### src/rtl/fx2_pkg.sv
// Shared encodings for the FX2 slave-FIFO arbiter: FIFOADR values, FSM states
// and requester channel IDs.
package fx2_pkg;

  localparam logic [1:0] FX2_ADR_EP2 = 2'b00;
  localparam logic [1:0] FX2_ADR_EP6 = 2'b10;
  localparam logic [1:0] FX2_ADR_EP8 = 2'b11;

  localparam logic [1:0] ST_IDLE   = 2'd0;
  localparam logic [1:0] ST_SETTLE = 2'd1;
  localparam logic [1:0] ST_XFER   = 2'd2;
  localparam logic [1:0] ST_PKTEND = 2'd3;

  localparam logic [1:0] CH_CMD = 2'd0;
  localparam logic [1:0] CH_RSP = 2'd1;
  localparam logic [1:0] CH_CAP = 2'd2;

  function automatic logic [1:0] ch_to_adr(input logic [1:0] ch);
    case (ch)
      CH_RSP:  return FX2_ADR_EP8;
      CH_CAP:  return FX2_ADR_EP6;
      default: return FX2_ADR_EP2;
    endcase
  endfunction

endpackage

### src/rtl/fx2_fifo_arbiter_rr.sv
// Three-way round-robin arbiter; the pointer names the channel with highest
// priority and moves just past the winner whenever a grant is taken.
module rr_arbiter3
  import fx2_pkg::*;
(
  input  logic       FIFO_clk,
  input  logic       reset,
  input  logic [2:0] req,
  input  logic       take,
  output logic       gnt_valid,
  output logic [1:0] gnt_ch
);

  logic [1:0] ptr;
  logic [1:0] alt1;
  logic [1:0] alt2;

  function automatic logic [1:0] next_ch(input logic [1:0] ch);
    return (ch == CH_CAP) ? CH_CMD : ch + 2'd1;
  endfunction

  always_comb begin
    alt1      = next_ch(ptr);
    alt2      = next_ch(alt1);
    gnt_valid = 1'b1;
    gnt_ch    = ptr;
    if (req[ptr])       gnt_ch = ptr;
    else if (req[alt1]) gnt_ch = alt1;
    else if (req[alt2]) gnt_ch = alt2;
    else                gnt_valid = 1'b0;
  end

  always_ff @(posedge FIFO_clk or posedge reset) begin
    if (reset)                  ptr <= CH_CMD;
    else if (take && gnt_valid) ptr <= next_ch(gnt_ch);
  end

endmodule

### src/rtl/fx2_fifo_arbiter.sv
// FX2 slave-FIFO bus arbiter: shares FD/FIFOADR between host commands (EP2),
// the capture stream (EP6) and command responses (EP8).
// state  | meaning
// IDLE   | choose next channel, register FIFOADR
// SETTLE | FIFOADR settles, bus direction enabled, no strobes
// XFER   | RD/WR strobes for the granted channel
// PKTEND | one-cycle PKTEND on the granted FIFO
module fx2_fifo_arbiter
  import fx2_pkg::*;
#(
  parameter int BURST       = 64,
  parameter int PKT_TIMEOUT = 4095,
  parameter int TO_W        = 12
) (
  input  logic       FIFO_clk,
  input  logic       reset,
  input  logic       FIFO2_data_available,
  input  logic       FIFO4_ready_to_accept_data,
  input  logic       FIFO5_ready_to_accept_data,
  input  logic [7:0] FIFO_DATAIN,
  output logic       FIFO_RD,
  output logic       FIFO_WR,
  output logic       FIFO_PKTEND,
  output logic       FIFO_DATAIN_OE,
  output logic       FIFO_DATAOUT_OE,
  output logic [1:0] FIFO_FIFOADR,
  output logic [7:0] FIFO_DATAOUT,
  input  logic       cap_valid,
  input  logic [7:0] cap_data,
  output logic       cap_ready,
  input  logic       rsp_valid,
  input  logic [7:0] rsp_data,
  input  logic       rsp_last,
  output logic       rsp_ready,
  output logic       cmd_valid,
  output logic [7:0] cmd_data,
  input  logic       cmd_ready
);

  localparam logic [6:0]      BURST_LAST = 7'(BURST - 1);
  localparam logic [TO_W-1:0] TO_LAST    = TO_W'(PKT_TIMEOUT - 1);

  logic [1:0]      state;
  logic [1:0]      grant_ch;
  logic            pkt_only;
  logic [6:0]      burst_cnt;
  logic [TO_W-1:0] to_cnt;
  logic            cap_dirty;
  logic            tout;
  logic            cmd_req, rsp_req, cap_req;
  logic            gnt_valid;
  logic [1:0]      gnt_ch;
  logic            in_xfer, active;
  logic            sel_cmd, sel_rsp, sel_cap;
  logic            cap_wr, rsp_wr;

  assign cmd_req = FIFO2_data_available & cmd_ready & ~cmd_valid;
  assign rsp_req = rsp_valid & FIFO5_ready_to_accept_data;
  // A pending timeout PKTEND competes as the capture channel.
  assign cap_req = (cap_valid & FIFO4_ready_to_accept_data) | tout;

  rr_arbiter3 u_arb (
    .FIFO_clk  (FIFO_clk),
    .reset     (reset),
    .req       ({cap_req, rsp_req, cmd_req}),
    .take      (state == ST_IDLE),
    .gnt_valid (gnt_valid),
    .gnt_ch    (gnt_ch)
  );

  assign in_xfer = (state == ST_XFER);
  assign active  = (state != ST_IDLE);
  assign sel_cmd = (grant_ch == CH_CMD);
  assign sel_rsp = (grant_ch == CH_RSP);
  assign sel_cap = (grant_ch == CH_CAP);

  assign FIFO_DATAIN_OE  = active & sel_cmd;
  assign FIFO_DATAOUT_OE = active & ~sel_cmd;
  assign FIFO_RD         = in_xfer & sel_cmd & cmd_req;
  assign cap_ready       = in_xfer & sel_cap & FIFO4_ready_to_accept_data;
  assign rsp_ready       = in_xfer & sel_rsp & FIFO5_ready_to_accept_data;
  assign cap_wr          = cap_valid & cap_ready;
  assign rsp_wr          = rsp_valid & rsp_ready;
  assign FIFO_WR         = cap_wr | rsp_wr;
  assign FIFO_PKTEND     = (state == ST_PKTEND);
  assign FIFO_DATAOUT    = sel_rsp ? rsp_data : cap_data;

  always_ff @(posedge FIFO_clk or posedge reset) begin
    if (reset) begin
      state        <= ST_IDLE;
      grant_ch     <= CH_CMD;
      FIFO_FIFOADR <= FX2_ADR_EP2;
      pkt_only     <= 1'b0;
      burst_cnt    <= '0;
    end else begin
      case (state)
        ST_IDLE: begin
          if (gnt_valid) begin
            grant_ch     <= gnt_ch;
            FIFO_FIFOADR <= ch_to_adr(gnt_ch);
            pkt_only     <= (gnt_ch == CH_CAP) & tout;
            burst_cnt    <= '0;
            state        <= ST_SETTLE;
          end
        end
        ST_SETTLE: state <= pkt_only ? ST_PKTEND : ST_XFER;
        ST_XFER: begin
          if (sel_cmd) begin
            state <= ST_IDLE;
          end else if (sel_rsp) begin
            if (rsp_wr && rsp_last) state <= ST_PKTEND;
          end else begin
            if (cap_wr) burst_cnt <= burst_cnt + 7'd1;
            if ((cap_wr && burst_cnt == BURST_LAST) || !cap_valid ||
                !FIFO4_ready_to_accept_data)
              state <= ST_IDLE;
          end
        end
        default: state <= ST_IDLE;
      endcase
    end
  end

  // Capture packet timeout: idle cycles counted only once EP6 holds data.
  always_ff @(posedge FIFO_clk or posedge reset) begin
    if (reset) begin
      to_cnt    <= '0;
      cap_dirty <= 1'b0;
      tout      <= 1'b0;
    end else if (cap_wr) begin
      to_cnt    <= '0;
      cap_dirty <= 1'b1;
      tout      <= 1'b0;
    end else if (FIFO_PKTEND && pkt_only) begin
      to_cnt    <= '0;
      cap_dirty <= 1'b0;
      tout      <= 1'b0;
    end else if (cap_dirty && !tout) begin
      if (to_cnt == TO_LAST) tout <= 1'b1;
      to_cnt <= to_cnt + TO_W'(1);
    end
  end

  always_ff @(posedge FIFO_clk or posedge reset) begin
    if (reset) begin
      cmd_valid <= 1'b0;
      cmd_data  <= 8'h00;
    end else if (FIFO_RD) begin
      cmd_valid <= 1'b1;
      cmd_data  <= FIFO_DATAIN;
    end else if (cmd_valid && cmd_ready) begin
      cmd_valid <= 1'b0;
    end
  end

endmodule
### config.mk
export PLATFORM = sky130hd
export DESIGN_NAME = fx2_fifo_arbiter
export DESIGN_NICKNAME = d
export VERILOG_FILES = /design/src/rtl/fx2_pkg.sv /design/src/rtl/fx2_fifo_arbiter_rr.sv /design/src/rtl/fx2_fifo_arbiter.sv
export SDC_FILE = /design/constraint.sdc
export NUM_CORES = 1
export LEC_CHECK = 0
export CAP_MARGIN = 20
export CORE_MARGIN = 4
export CORE_UTILIZATION = 30
export CTS_CLUSTER_SIZE = 30
export DETAILED_ROUTE_END_ITERATION = 12
export SLEW_MARGIN = 20
export SYNTH_ARGS = -nofsm -noshare
export SYNTH_HDL_FRONTEND = slang
export SYNTH_SLANG_ARGS = --single-unit
### constraint.sdc
create_clock -name FIFO_clk -period 2.05 [get_ports FIFO_clk]
set_input_delay 0.41 -clock FIFO_clk [delete_from_list [all_inputs] [get_ports FIFO_clk]]
set_output_delay 0.41 -clock FIFO_clk [all_outputs]
set_load 0.05 [all_outputs]
==> results.txt <==
----------------------------------------------------
[Global routing]
  Number of antenna violations at the first check in global routing ... 0
  Global-route wire length before repair ... 8230 um
  Total routing usage reported by global routing ... 12.1%
  Sum of overflow across all layers after global routing ... 0
  Number of global-route vias before repair ... 1783
  Pin count of the biggest net entering global routing ... 25

[Run status]
  Outcome ... finished, final reports clean

[Logic synthesis]
  Count of mapped cells out of synthesis ... 204
  Synth Register Bits ... 38
  Post-synth top area cell ... sky130_fd_sc_hd__dfrtp_1
  Proportion of synthesized flip-flops having asynchronous set or reset ... 100%
  Most instantiated flip-flop cell in the synthesis netlist ... sky130_fd_sc_hd__dfrtp_1
  Post-synth cell types ... 42
  Most frequent cell after synthesis ... sky130_fd_sc_hd__dfrtp_1
  Average footprint of a synthesized cell ... 10.2 um2
  Syn_nets ... 243
  Leading cell types by total area after synthesis ... sky130_fd_sc_hd__dfrtp_1, sky130_fd_sc_hd__mux2_2, sky130_fd_sc_hd__nor2_1
  Mapped cell area ... 2080 um2
  Sequential element share of the synthesized area ... 45.7%
  Top cells by count, synth ... sky130_fd_sc_hd__dfrtp_1, sky130_fd_sc_hd__nor2_1, sky130_fd_sc_hd__mux2_2
  Share of Yosys cell area claimed by the top area cell type ... 45.7%
  Synth warn ... 0
  Count of flip-flops with a built-in enable after synthesis ... 0

[Drt]
  Average routed wire per standard cell ... 13.2 um
  Initial DRC Count ... 86
  Detailed-route DRC error count ... 0
  Total length of routed wires ... 4800 um
  Number of routed nets with antenna violations ... 0
  Via count ... 1731
  Detailed-routing iteration count for the pre-antenna-repair pass ... 4
  Detailed-route vias per instance ... 4.77

[Timing]
  Final period util ... 96.6%
  Unrepaired setup endpoints after global routing ... no
  Worst Slack Setup Final ... 0.0693 ns
  Highest clock frequency the design can meet ... 505 MHz
  Hold violation count in the final report ... 0
  Transition time of the tightest slew-check pin ... 0.512 ns
  Final max-slew violation count ... 0
  Worst-case clock skew ... 0.00431 ns
  Finish-stage setup viols ... 0
  Min cycle time layout ... 1.98 ns
  Headroom to the max-slew limit ... 65.7%
  Setup Total Neg Slack ... 0 ns

[Cells and area]
  Ratio of cells with drive above 1 in the final layout ... 28.3%
  Number of nets in the layout ... 321
  Number of filler instances in the final layout ... 651
  Area Growth Syn to Fin ... 49.5%
  Count of inserted antenna diode cells ... 0
  Final core occ ... 46.1%

[Worst setup path]
  Arrival time of data at the critical path endpoint ... 1.57 ns
  Critical path endpoint category ... primary output
  CP Class ... in2out
  Crit path required time ... 1.64 ns
  Worst setup path start ... FIFO5_ready_to_accept_data
  Critical Path Source Type ... input pin
  Worst R2R Start ... cmd_valid$_DFFE_PP0P_
  Max Fanout on Critical Path ... 3

[Job]
  Max Cap Violations ... 0

[Clock tree]
  Clk sink count ... 38
  H-Tree Level Count ... 2
  Hold-fix buffers at CTS ... 0
  Clock latency on the worst-skew pair ... 0.29 ns
  Worst-case clock buffer depth ... 2
  Total clock buffers created by CTS ... 5
  CTS tree ... built
  Cell at the root of the clock tree ... sky130_fd_sc_hd__clkbuf_8
  Clock-pin slew reported for the worst setup and hold paths after clock tree synthesis ... 0.08 ns

[Floorplan]
  Initial core utilization ... 30.8%
  Die X-Extent ... 91.3 um
  Die Footprint ... 8340 um2
  Site Rows ... 30
  I/O pin total ... 59
  Core region area ... 6760 um2
  Vertical extent of the die ... 91.3 um

[Placement]
  HPWL reported at the end of detailed placement ... 3740 um
  Worst setup slack before clock tree synthesis ... -0.287 ns
  Port Buf Inserts ... 58
  Gpl congestion ... 0.756

[Power and ir drop]
  PwrDens ... 1300 nW/um2
  VDD IR max ... 0.821 mV
  Total power of the final layout ... 4.03 mW
  Leakage ... 1.40 nW

[Min path]
  Path category of the worst min-delay check ... in2async

----------------------------------------------------
==> what timing repair did <==
| item | CTS | global route |
|---|---|---|
| setup endpoints to repair | 1 | 10 |
| gates resized for setup | 1 | 12 |
| buffers inserted | 0 | 0 |
==> report_power, final <==
part	internal (mW)	switching, mW	total (mW)	leakage, nW
Combinational	0.982	1.26	2.24	0.863
Sequential	0.986	0.262	1.25	0.488
Clock	0.270	0.270	0.540	0.0472
Total	2.24	1.79	4.03	1.40
==> cell type report <==
type / count / area [um2] / area share [%]
clock inverter: 2 / 12.5 / 0.402
tap: 80 / 100 / 3.22
timing repair buffer: 78 / 811 / 26.0
inverter: 12 / 45.0 / 1.45
sequential: 38 / 956 / 30.7
multi-input combinational: 147 / 1110 / 35.5
clock buffer: 6 / 82.6 / 2.65
==> cell usage in the layout, fill, tap and decap left out, types with 2 or more instances in the layout <==
| cell type | Yosys | layout |
|---|---|---|
| sky130_fd_sc_hd__a211oi_1 | 2 | 2 |
| sky130_fd_sc_hd__a21oi_1 | 3 | 2 |
| sky130_fd_sc_hd__and2_1 | 8 | 8 |
| sky130_fd_sc_hd__buf_12 | 0 | 9 |
| sky130_fd_sc_hd__buf_4 | 1 | 26 |
| sky130_fd_sc_hd__clkbuf_8 | 0 | 6 |
| sky130_fd_sc_hd__clkdlybuf4s50_1 | 0 | 41 |
| sky130_fd_sc_hd__dfrtp_1 | 38 | 34 |
| sky130_fd_sc_hd__dfrtp_2 | 0 | 4 |
| sky130_fd_sc_hd__dlymetal6s2s_1 | 0 | 2 |
| sky130_fd_sc_hd__ha_1 | 6 | 6 |
| sky130_fd_sc_hd__inv_1 | 12 | 12 |
| sky130_fd_sc_hd__mux2_2 | 21 | 21 |
| sky130_fd_sc_hd__mux2i_1 | 2 | 2 |
| sky130_fd_sc_hd__nand2_1 | 14 | 13 |
| sky130_fd_sc_hd__nand2b_1 | 2 | 2 |
| sky130_fd_sc_hd__nand3_1 | 9 | 9 |
| sky130_fd_sc_hd__nand4_1 | 6 | 6 |
| sky130_fd_sc_hd__nor2_1 | 23 | 23 |
| sky130_fd_sc_hd__nor2b_2 | 0 | 2 |
| sky130_fd_sc_hd__nor3_1 | 5 | 4 |
| sky130_fd_sc_hd__nor4_1 | 2 | 2 |
| sky130_fd_sc_hd__o21ai_0 | 4 | 4 |
| sky130_fd_sc_hd__o311ai_0 | 3 | 2 |
| sky130_fd_sc_hd__or3_1 | 2 | 2 |
| sky130_fd_sc_hd__xnor2_1 | 7 | 7 |
| sky130_fd_sc_hd__xor2_1 | 7 | 7 |
==> path summary, 6_finish.rpt <==
| kind | to | slack, ns | cells past startpoint |
|---|---|---|---|
| hold reg to reg | cmd_data[4]$_DFFE_PP0P_ | 0.51 | 1 |
| setup reg to reg | u_arb.ptr[1]$_DFFE_PP0P_ | 0.32 | 7 |
| max in group asynchronous | state[1]$_DFFE_PP0P_ | 1.30 | 3 |
| setup / recovery | FIFO_WR | 0.07 | 4 |
| min in group FIFO_clk | cmd_data[4]$_DFFE_PP0P_ | 0.51 | 1 |
| hold / removal | cmd_data[7]$_DFFE_PP0P_ | 0.44 | 3 |
==> cells by family after synthesis <==
kind of cell	count (synthesis)	share of synthesized area (%)
AND/OR/NAND/NOR	84	22.1
flip-flops	38	45.7
multiplexers	23	12.3
AO/OA/AOI/OAI	20	6.79
buffers and inverters	19	3.67
XOR/XNOR	14	5.89
adder cells (fa/ha/maj)	6	3.61
==> state kept, by name, indices dropped and copies added, names as in the netlist <==
register and cells:
pkt_only 1, burst_cnt 7, u_arb.ptr 2, to_cnt 12, grant_ch 2, FIFO_FIFOADR 1, cmd_data 8, cap_dirty 1
state 2, cmd_valid 1, tout 1
==> worst max-delay path, cell delays in order <==
cell	delay, ns
sky130_fd_sc_hd__clkdlybuf4s50_1	0.50
sky130_fd_sc_hd__nand2_1	0.13
sky130_fd_sc_hd__o41ai_4	0.35
sky130_fd_sc_hd__buf_12	0.18
==> layer usage <==
metal	part of all wire, %	vias to the layer above	GRT usage [%]
li1	-	867	-
met4	0.50	0	3.64
met3	5.2	2	4.23
met1	49	827	16.1
met2	46	35	18.7
met5	0	-	0
==> stage by stage <==
stage,hold slack [ns],cells,area [um2]
5_1_grt,0.463,363,3110
3_3_place_gp,0.486,355,2980
2_1_floorplan,0.491,204,2100
3_5_place_dp,0.497,355,2980
4_1_cts,0.443,363,3070
6_report,0.442,363,3110
Note: power is estimated with default switching activity, not from simulation.
